$ cat src/rtl/adder_accum_ctrl_pkg.sv
// Shared types for the serial accumulate controller.
// Holds the FSM state encoding and the operand counter width helper.
package adder_accum_ctrl_pkg;

    typedef enum logic [1:0] {
        ST_IDLE  = 2'd0,
        ST_ACCUM = 2'd1,
        ST_DONE  = 2'd2
    } state_t;

    // Wide enough to hold NUM_IN itself, not just NUM_IN-1.
    function automatic int cnt_width(input int n);
        return $clog2(n) + 1;
    endfunction

endpackage

$ cat src/rtl/adder_accum_ctrl_if.sv
// Operand handshake bundle: op_valid/op_data/op_sub from the producer,
// op_ready back from the controller (slave = controller side).
interface adder_accum_ctrl_if #(
    parameter int WIDTH = 8
);
    logic             op_valid;
    logic [WIDTH-1:0] op_data;
    logic             op_sub;
    logic             op_ready;

    modport master (
        output op_valid,
        output op_data,
        output op_sub,
        input  op_ready
    );

    modport slave (
        input  op_valid,
        input  op_data,
        input  op_sub,
        output op_ready
    );
endinterface

$ cat src/rtl/Adder.sv
// WIDTH-bit ripple-carry adder, s = a + b + cin modulo 2^WIDTH.
// Ports: a, b operands; cin carry in; s sum (carry-out not exposed).
module Adder #(
    parameter int WIDTH = 8
) (
    input  logic [WIDTH-1:0] a,
    input  logic [WIDTH-1:0] b,
    input  logic             cin,
    output logic [WIDTH-1:0] s
);

    logic c;

    always_comb begin
        c = cin;
        s = '0;
        for (int i = 0; i < WIDTH; i++) begin
            s[i] = a[i] ^ b[i] ^ c;
            c    = (a[i] & b[i]) | (c & (a[i] ^ b[i]));
        end
    end

endmodule

$ cat src/rtl/adder_accum_ctrl.sv
// Serial accumulator: one shared Adder adds/subtracts NUM_IN operands.
// Ports: clk, rst (sync, active-low), start, op (operand handshake),
// busy, done (1-cycle pulse), sum (= acc), ovf (sticky signed overflow).
module adder_accum_ctrl
    import adder_accum_ctrl_pkg::*;
#(
    parameter int WIDTH  = 8,
    parameter int NUM_IN = 4
) (
    input  logic                      clk,
    input  logic                      rst,
    input  logic                      start,
    adder_accum_ctrl_if.slave         op,
    output logic                      busy,
    output logic                      done,
    output logic [WIDTH-1:0]          sum,
    output logic                      ovf
);

    localparam int CNT_W = cnt_width(NUM_IN);

    state_t           st;
    state_t           st_n;
    logic [WIDTH-1:0] acc;
    logic [WIDTH-1:0] b_eff;
    logic [WIDTH-1:0] add_s;
    logic [CNT_W-1:0] cnt;
    logic             ovf_r;
    logic             hs;
    logic             last;
    logic             step_ovf;

    // Subtraction is a + ~b + 1 through the same adder.
    assign b_eff = op.op_sub ? ~op.op_data : op.op_data;

    Adder #(.WIDTH(WIDTH)) u_add (
        .a   (acc),
        .b   (b_eff),
        .cin (op.op_sub),
        .s   (add_s)
    );

    assign hs   = op.op_valid & op.op_ready;
    assign last = (cnt == CNT_W'(NUM_IN - 1));

    // Like-signed inputs producing an opposite-signed result.
    assign step_ovf = (acc[WIDTH-1] == b_eff[WIDTH-1]) &&
                      (add_s[WIDTH-1] != acc[WIDTH-1]);

    always_ff @(posedge clk) begin
        if (!rst) begin
            st    <= ST_IDLE;
            acc   <= '0;
            cnt   <= '0;
            ovf_r <= 1'b0;
        end else begin
            st <= st_n;
            if (st == ST_IDLE && start) begin
                acc   <= '0;
                cnt   <= '0;
                ovf_r <= 1'b0;
            end else if (hs) begin
                acc <= add_s;
                cnt <= cnt + CNT_W'(1);
                if (step_ovf) begin
                    ovf_r <= 1'b1;
                end
            end
        end
    end

    always_comb begin
        st_n        = st;
        op.op_ready = 1'b0;
        busy        = 1'b0;
        done        = 1'b0;
        unique case (st)
            ST_IDLE: begin
                if (start) begin
                    st_n = ST_ACCUM;
                end
            end
            ST_ACCUM: begin
                op.op_ready = 1'b1;
                busy        = 1'b1;
                if (hs && last) begin
                    st_n = ST_DONE;
                end
            end
            ST_DONE: begin
                busy = 1'b1;
                done = 1'b1;
                st_n = ST_IDLE;
            end
            default: begin
                st_n = ST_IDLE;
            end
        endcase
    end

    assign sum = acc;
    assign ovf = ovf_r;

endmodule

$ cat src/flat_wrapper.sv
// flat-port wrapper written by rule: the top's interface ports become plain ports
module adder_accum_ctrl_flat import adder_accum_ctrl_pkg::*;
#(
    parameter int WIDTH  = 8,
    parameter int NUM_IN = 4
)
  (clk, rst, start, busy, done, sum, ovf, op_op_valid, op_op_data, op_op_sub, op_op_ready);
  adder_accum_ctrl_if #(.WIDTH(WIDTH)) op_i ();
  input  logic clk;
  input  logic rst;
  input  logic start;
  output logic busy;
  output logic done;
  output logic [WIDTH-1:0] sum;
  output logic ovf;
  input wire logic [$bits(op_i.op_valid)-1:0] op_op_valid;
  input wire logic [$bits(op_i.op_data)-1:0] op_op_data;
  input wire logic [$bits(op_i.op_sub)-1:0] op_op_sub;
  output wire logic [$bits(op_i.op_ready)-1:0] op_op_ready;
  assign op_i.op_valid = op_op_valid;
  assign op_i.op_data = op_op_data;
  assign op_i.op_sub = op_op_sub;
  assign op_op_ready = op_i.op_ready;
  adder_accum_ctrl #(.WIDTH(WIDTH), .NUM_IN(NUM_IN)) u_core (.clk(clk), .rst(rst), .start(start), .op(op_i), .busy(busy), .done(done), .sum(sum), .ovf(ovf));
endmodule
$ cat config.mk
export PLATFORM = sky130hd
export DESIGN_NAME = adder_accum_ctrl_flat
export DESIGN_NICKNAME = d
export VERILOG_FILES = /design/src/rtl/adder_accum_ctrl_pkg.sv /design/src/rtl/adder_accum_ctrl_if.sv /design/src/rtl/Adder.sv /design/src/rtl/adder_accum_ctrl.sv /design/src/flat_wrapper.sv
export SDC_FILE = /design/constraint.sdc
export NUM_CORES = 1
export LEC_CHECK = 0
export CAP_MARGIN = 10
export CELL_PAD_IN_SITES_DETAIL_PLACEMENT = 1
export CELL_PAD_IN_SITES_GLOBAL_PLACEMENT = 1
export CORE_UTILIZATION = 40
export CTS_CLUSTER_SIZE = 24
export DETAILED_ROUTE_END_ITERATION = 12
export DONT_BUFFER_PORTS = 1
export GPL_ROUTABILITY_DRIVEN = 0
export HOLD_SLACK_MARGIN = 0.08
export PLACE_DENSITY_LB_ADDON = 0.1
export SLEW_MARGIN = 40
export SYNTH_ARGS = -nofsm -noshare
export SYNTH_HDL_FRONTEND = slang
export SYNTH_SLANG_ARGS = --single-unit
$ cat constraint.sdc
create_clock -name clk -period 4.3 [get_ports clk]
set_clock_uncertainty 0.05 [all_clocks]
set_input_delay 1.075 -clock clk [delete_from_list [all_inputs] [get_ports clk]]
set_output_delay 1.075 -clock clk [all_outputs]
set_load 0.01 [all_outputs]
==> out/results.tsv, run 1 <==
metric	value	unit
largest cells by area after synthesis	dfxtp_1 (32%), fa_1 (14%), ha_1 (8.5%), xnor2_1 (6.0%), a211oi_1 (5.1%)	
Synth Flop Type	dfxtp_1	
Filler cells	240	
Post-synth top cells	dfxtp_1 (14), nand2_1 (10), inv_1 (9), nor2_1 (9)	
leakage	0.3489	nW
fin crit period	3.769	ns
CTS tree	done	
layout cell share with drive strength beyond 1	4.444	%
Skew-Pair Late Insertion Delay	0.29	ns
Slew Viols, Final	0	
dpl hpwl	1246	um
met3 Usage GRT	6.231	%
Critical Path RT	4.42	ns
syn nets	115	
antenna cells	0	
crit path kind	in -> reg	
synthesized area per cell	9.759	sq um
unrepaired setup endpoints after global routing	no	
post-route ant nets	0	
Final nets	116	
chip height	48.86	um
main combinational cell family by area after synthesis	adder cells	
final setup fails	0	
xor and xnor fraction of the mapped netlist area	11.68	%
design area	910.9	sq um
gr busiest metal	met2	
Row Count	16	
post-synthesis register bit count	14	
# Post-CTS Setup Buffers	0	
cts hold-fix bufs	0	
global-route wire length before repair	2835	um
status	finished clean	
mux cell area share after synthesis	2.279	%
Final Util	45.05	%
largest net degree at the start of global routing	18	
overall die width	48.86	um
Worst Setup Start Kind	primary input	
CTS Buf Count	3	
wire per inst	13.48	um
post-cts sizing count	0	
Ports	25	
Post-Synth Simple-Gate Area	11.68	%
endpoints failing hold	0	
clk slew on worst S/H paths	0.08	ns
period utilization	87.65	%
yosys warns	0	
residual DRC count	0	
Post-Route WL	1577	um
number of global-route vias before repair	638	
core box area	2022	sq um
f_max	265.3	MHz
total gr overflow	0	
DRT Pass-1 Iters	4	
adder-cell share of the synthesized area	22.22	%
Max IR drop VDD	0.1857	mV
Max-slew headroom	59.74	%
Layout area overhead	3.704	%
initial antenna violation count	0	
complex-gate fraction of the synthesized area	12.11	%
Vias	589	
DP Area	874.6	sq um
initial DRC count	7	
Synth Cell Area	878.3	sq um
root buffer cell	clkbuf_4	
gr usage total	15.73	%
power consumption	306.1	uW
Starting Density	43.44	%
most common cell in the synthesized netlist	dfxtp_1	
Port Buf Inserts	0	
met1 GRT Util	18.68	%
H-Tree Depth	1	
CP Capture Type	flop	
Worst-Margin Slew	0.6039	ns
CP max FO	8	
die area	2387	sq um
number of synthesized flops with an enable pin	0	
setup TNS	0	ns
Power per Cell Area	336.0	nW/um^2
post-synthesis instance total	90	
share of the synthesized area in the top cell type	31.91	%
worst hold path type	reg -> reg	
met2 GRT Util	24.77	%
Synth cell types	24	
sequential area share after synthesis	31.91	%
FFs w/ async S/R, synth	0	%
CTS sink cnt	14	
Vias/cell	5.034	
CP Data Arrival Time	3.89	ns
area leader, netlist	dfxtp_1	
CTS max path bufs	2	
Max-Cap Viols	0	
-- cell usage in the layout (no fill, tap or decap) --
cell and instances:
nand3_1 1, inv_1 9, xor3_1 1, xor2_1 3, nor2_1 9, nor2b_1 1
a21boi_0 2, ha_1 6, xnor2_1 6, clkbuf_4 3, nor3b_1 1, o21a_1 2
a211oi_1 6, clkbuf_8 1, mux2i_1 2, a31oi_1 1, and2_1 1, a21oi_1 2
dfxtp_1 14, o21ai_0 1, fa_1 6, nand2b_1 1, nand2_1 10, o211a_1 1
-- layer usage --
metal,vias to the layer above,routed length (um)
met5,-,0
met4,0,24
met3,2,122
met2,21,723
met1,278,707
li1,288,-
-- cells by family (layout without fill, tap and decap cells) --
group | Yosys count | after routing
muxes | 2 | 2
and+or+nand+nor | 24 | 24
adders and majority gates | 12 | 12
xor gates and xnor gates | 10 | 10
DFF | 14 | 14
AOI/OAI and AO/OA | 15 | 15
buffers and inverters | 13 | 13
-- critical path: stages --
cell	delay, ns
xnor2_1	0.12
fa_1	0.41
fa_1	0.39
fa_1	0.38
fa_1	0.40
fa_1	0.37
inv_1	0.07
fa_1	0.20
xor3_1	0.24
a31oi_1	0.17
nor2_1	0.05
-- area by class of cell --
class                      instances  area [sq um]  share of cell area (%)
multi-input combinational         63         526.8                   57.83
inverter                           9         33.78                   3.709
clock buffer                       4         36.28                   3.984
sequential                        14         280.3                   30.77
tap                               27         33.78                   3.709
-- registers in the layout, indices dropped and copies added (netlist names) --
signal / flops
u_core.cnt: 3
u_core.ovf: 1
u_core.st: 2
u_core.sum: 8
-- metrics by stage --
step | cells | worst slack, ns | hold WS (ns)
floorplan | 90 | 0.1909 | 0.3900
global placement | 113 | 0.2646 | 0.3999
detailed placement | 113 | 0.1870 | 0.4121
CTS | 117 | 0.5225 | 0.4253
global route | 117 | 0.3816 | 0.4587
finish | 117 | 0.5310 | 0.4164
-- report_power, final --
| part | switching, mW | internal (mW) |
|---|---|---|
| Clock | 0.0462 | 0.0516 |
| Combinational | 0.0361 | 0.0286 |
| Sequential | 0.00731 | 0.136 |
-- path summary, 6_finish.rpt --
path                                     from            end  slack, ns  cells past startpoint
worst max-delay path                op_op_sub     u_core.ovf       0.53                     11
worst min-delay path            u_core.cnt[1]  u_core.cnt[1]       0.42                      2
worst max register to register  u_core.sum[0]     u_core.ovf       0.91                     11
worst min register to register  u_core.cnt[1]  u_core.cnt[1]       0.42                      2
Note: power is estimated with default switching activity, not from simulation.
==> inputs of run 2 (changes only) <==
--- a/config.mk
+++ b/config.mk
@@ -5,10 +5,10 @@
 export SDC_FILE = /design/constraint.sdc
 export NUM_CORES = 1
 export LEC_CHECK = 0
-export CAP_MARGIN = 10
+export CAP_MARGIN = 20
 export CELL_PAD_IN_SITES_DETAIL_PLACEMENT = 1
 export CELL_PAD_IN_SITES_GLOBAL_PLACEMENT = 1
-export CORE_UTILIZATION = 40
+export CORE_UTILIZATION = 41
 export CTS_CLUSTER_SIZE = 24
 export DETAILED_ROUTE_END_ITERATION = 12
 export DONT_BUFFER_PORTS = 1
==> constraint.sdc (replaced) <==
create_clock -name clk -period 4.3 [get_ports clk]
set_clock_uncertainty 0.05 [all_clocks]
set_input_delay 0.86 -clock clk [delete_from_list [all_inputs] [get_ports clk]]
set_output_delay 0.86 -clock clk [all_outputs]
set_load 0.01 [all_outputs]
==> out/results.tsv, run 2 (synthesis gave the netlist of run 1 again) <==
metric	value	unit	change
status	finished clean		
clk slew on worst S/H paths	0.08	ns	about the same
Row Count	16		unchanged
Max-Cap Viols	0		unchanged
antenna cells	0		unchanged
Final nets	116		unchanged
Ports	25		unchanged
# Post-CTS Setup Buffers	0		unchanged
Port Buf Inserts	0		unchanged
CTS Buf Count	3		unchanged
Filler cells	234		-2.5%
gr usage total	15.44	%	-0.29 points
Critical Path RT	4.41	ns	about the same
Max IR drop VDD	0.1923	mV	+3.5%
chip height	48.29	um	-1.2%
Vias	586		-0.51%
Layout area overhead	2.137	%	
largest net degree at the start of global routing	18		unchanged
sequential cell area	280.3	sq um	unchanged
CP max FO	8		unchanged
CP Capture Type	flop		
layout cell share with drive strength beyond 1	3.371	%	-1.1 points
setup TNS	0	ns	unchanged
CTS tree	done		
Post-Route WL	1493	um	-5.3%
root buffer cell	clkbuf_4		
crit path kind	in -> reg		
CTS max path bufs	2		unchanged
fin crit period	3.574	ns	-0.1947 ns
residual DRC count	0		unchanged
final setup fails	0		unchanged
max FFs per register	8		unchanged
unrepaired setup endpoints after global routing	no		
worst hold path type	reg -> reg		
Worst Setup Start Kind	primary input		
Place WS	0.4073	ns	+0.2203 ns
Max Used Layer	met4		
period utilization	83.12	%	-4.5 points
Starting Density	44.32	%	+0.88 points
wire per inst	12.87	um	-4.5%
post-route ant nets	0		unchanged
overall die width	48.29	um	-1.2%
dpl hpwl	1218	um	-2.3%
Vias/cell	5.052		+0.35%
initial antenna violation count	0		unchanged
DR WL met2	786	um	+8.7%
post-cts sizing count	0		unchanged
area occupied by multi-input gates	526.8	sq um	unchanged
die area	2331	sq um	-2.3%
f_max	279.8	MHz	+5.4%
Slew Viols, Final	0		unchanged
CTS sink cnt	14		unchanged
global-route wire length before repair	2380	um	-16%
initial DRC count	6		-1
Power per Cell Area	310.9	nW/um^2	-7.5%
core box area	1982	sq um	-2.0%
CP Data Arrival Time	3.68	ns	-0.21 ns
total gr overflow	0		unchanged
Max-slew headroom	60.42	%	+0.68 points
cts hold-fix bufs	0		unchanged
fin worst setup slack	0.7257	ns	+0.1947 ns
leakage	0.3417	nW	-2.1%
DRT Pass-1 Iters	4		unchanged
number of global-route vias before repair	565		-11%
Skew-Pair Late Insertion Delay	0.27	ns	-0.02 ns
H-Tree Depth	1		unchanged
endpoints failing hold	0		unchanged
metal3 WL	102	um	-16%
Metal-1 WL	598	um	-15%
most frequent cells in the layout	dfxtp_1 (14), nand2_1 (10), inv_1 (9), nor2_1 (9)		
commonest non-fill, non-tap cell in the layout	dfxtp_1		
Worst-Margin Slew	0.5937	ns	-0.01023 ns
-- run 2: cell count changes in the layout (fill, tap and decap cells not counted) --
cell,before,now
clkbuf_8,1,0
-- run 2: where the power goes --
part | leakage, nW | internal, mW | switching, mW
clock network | 0.0138 | 0.0325 | 0.0399
registers | 0.113 | 0.136 | 0.00739
logic | 0.214 | 0.0283 | 0.0348
-- run 2: per-stage QoR --
stage	area, sq um	power [mW]	instances	hold slack, ns	utilization, %
final	897.1	0.2789	116	0.4146	45.27
after global routing	897.1	0.3022	116	0.4410	45.27
after CTS	897.1	0.2865	116	0.4226	45.27
after detailed placement	874.6	0.2115	113	0.4106	44.13
after global placement	874.6	0.2093	113	0.3968	44.13
after floorplan	878.3	0.2051	90	0.3900	-
-- run 2: final cells by class --
type                    count  share of cell area, %
well taps                  27                  3.766
inverters                   9                  3.766
multi-input cells          63                  58.72
flip-flops and latches     14                  31.24
clock buffers               3                  2.510
-- run 2: per-layer routing --
metal	track usage, %	vias up
li1	-	288
met3	9.630	2
met2	25.87	15
met5	0	-
met1	16.48	281
met4	3.333	0
-- run 2: path summary, 6_finish.rpt --
kind                 start             to  slack, ns  depth (start not counted)
min          u_core.cnt[1]  u_core.cnt[1]       0.41                          2
min reg2reg  u_core.cnt[1]  u_core.cnt[1]       0.41                          2
max              op_op_sub     u_core.ovf       0.73                         11
max reg2reg  u_core.sum[0]     u_core.ovf       0.86                         11
-- run 2: worst max-delay path: stages --
cell and delay, ns:
xnor2_1 0.13, fa_1 0.41, fa_1 0.39, fa_1 0.39, fa_1 0.38, fa_1 0.36
inv_1 0.07, fa_1 0.21, xor3_1 0.25, a31oi_1 0.18, nor2_1 0.06
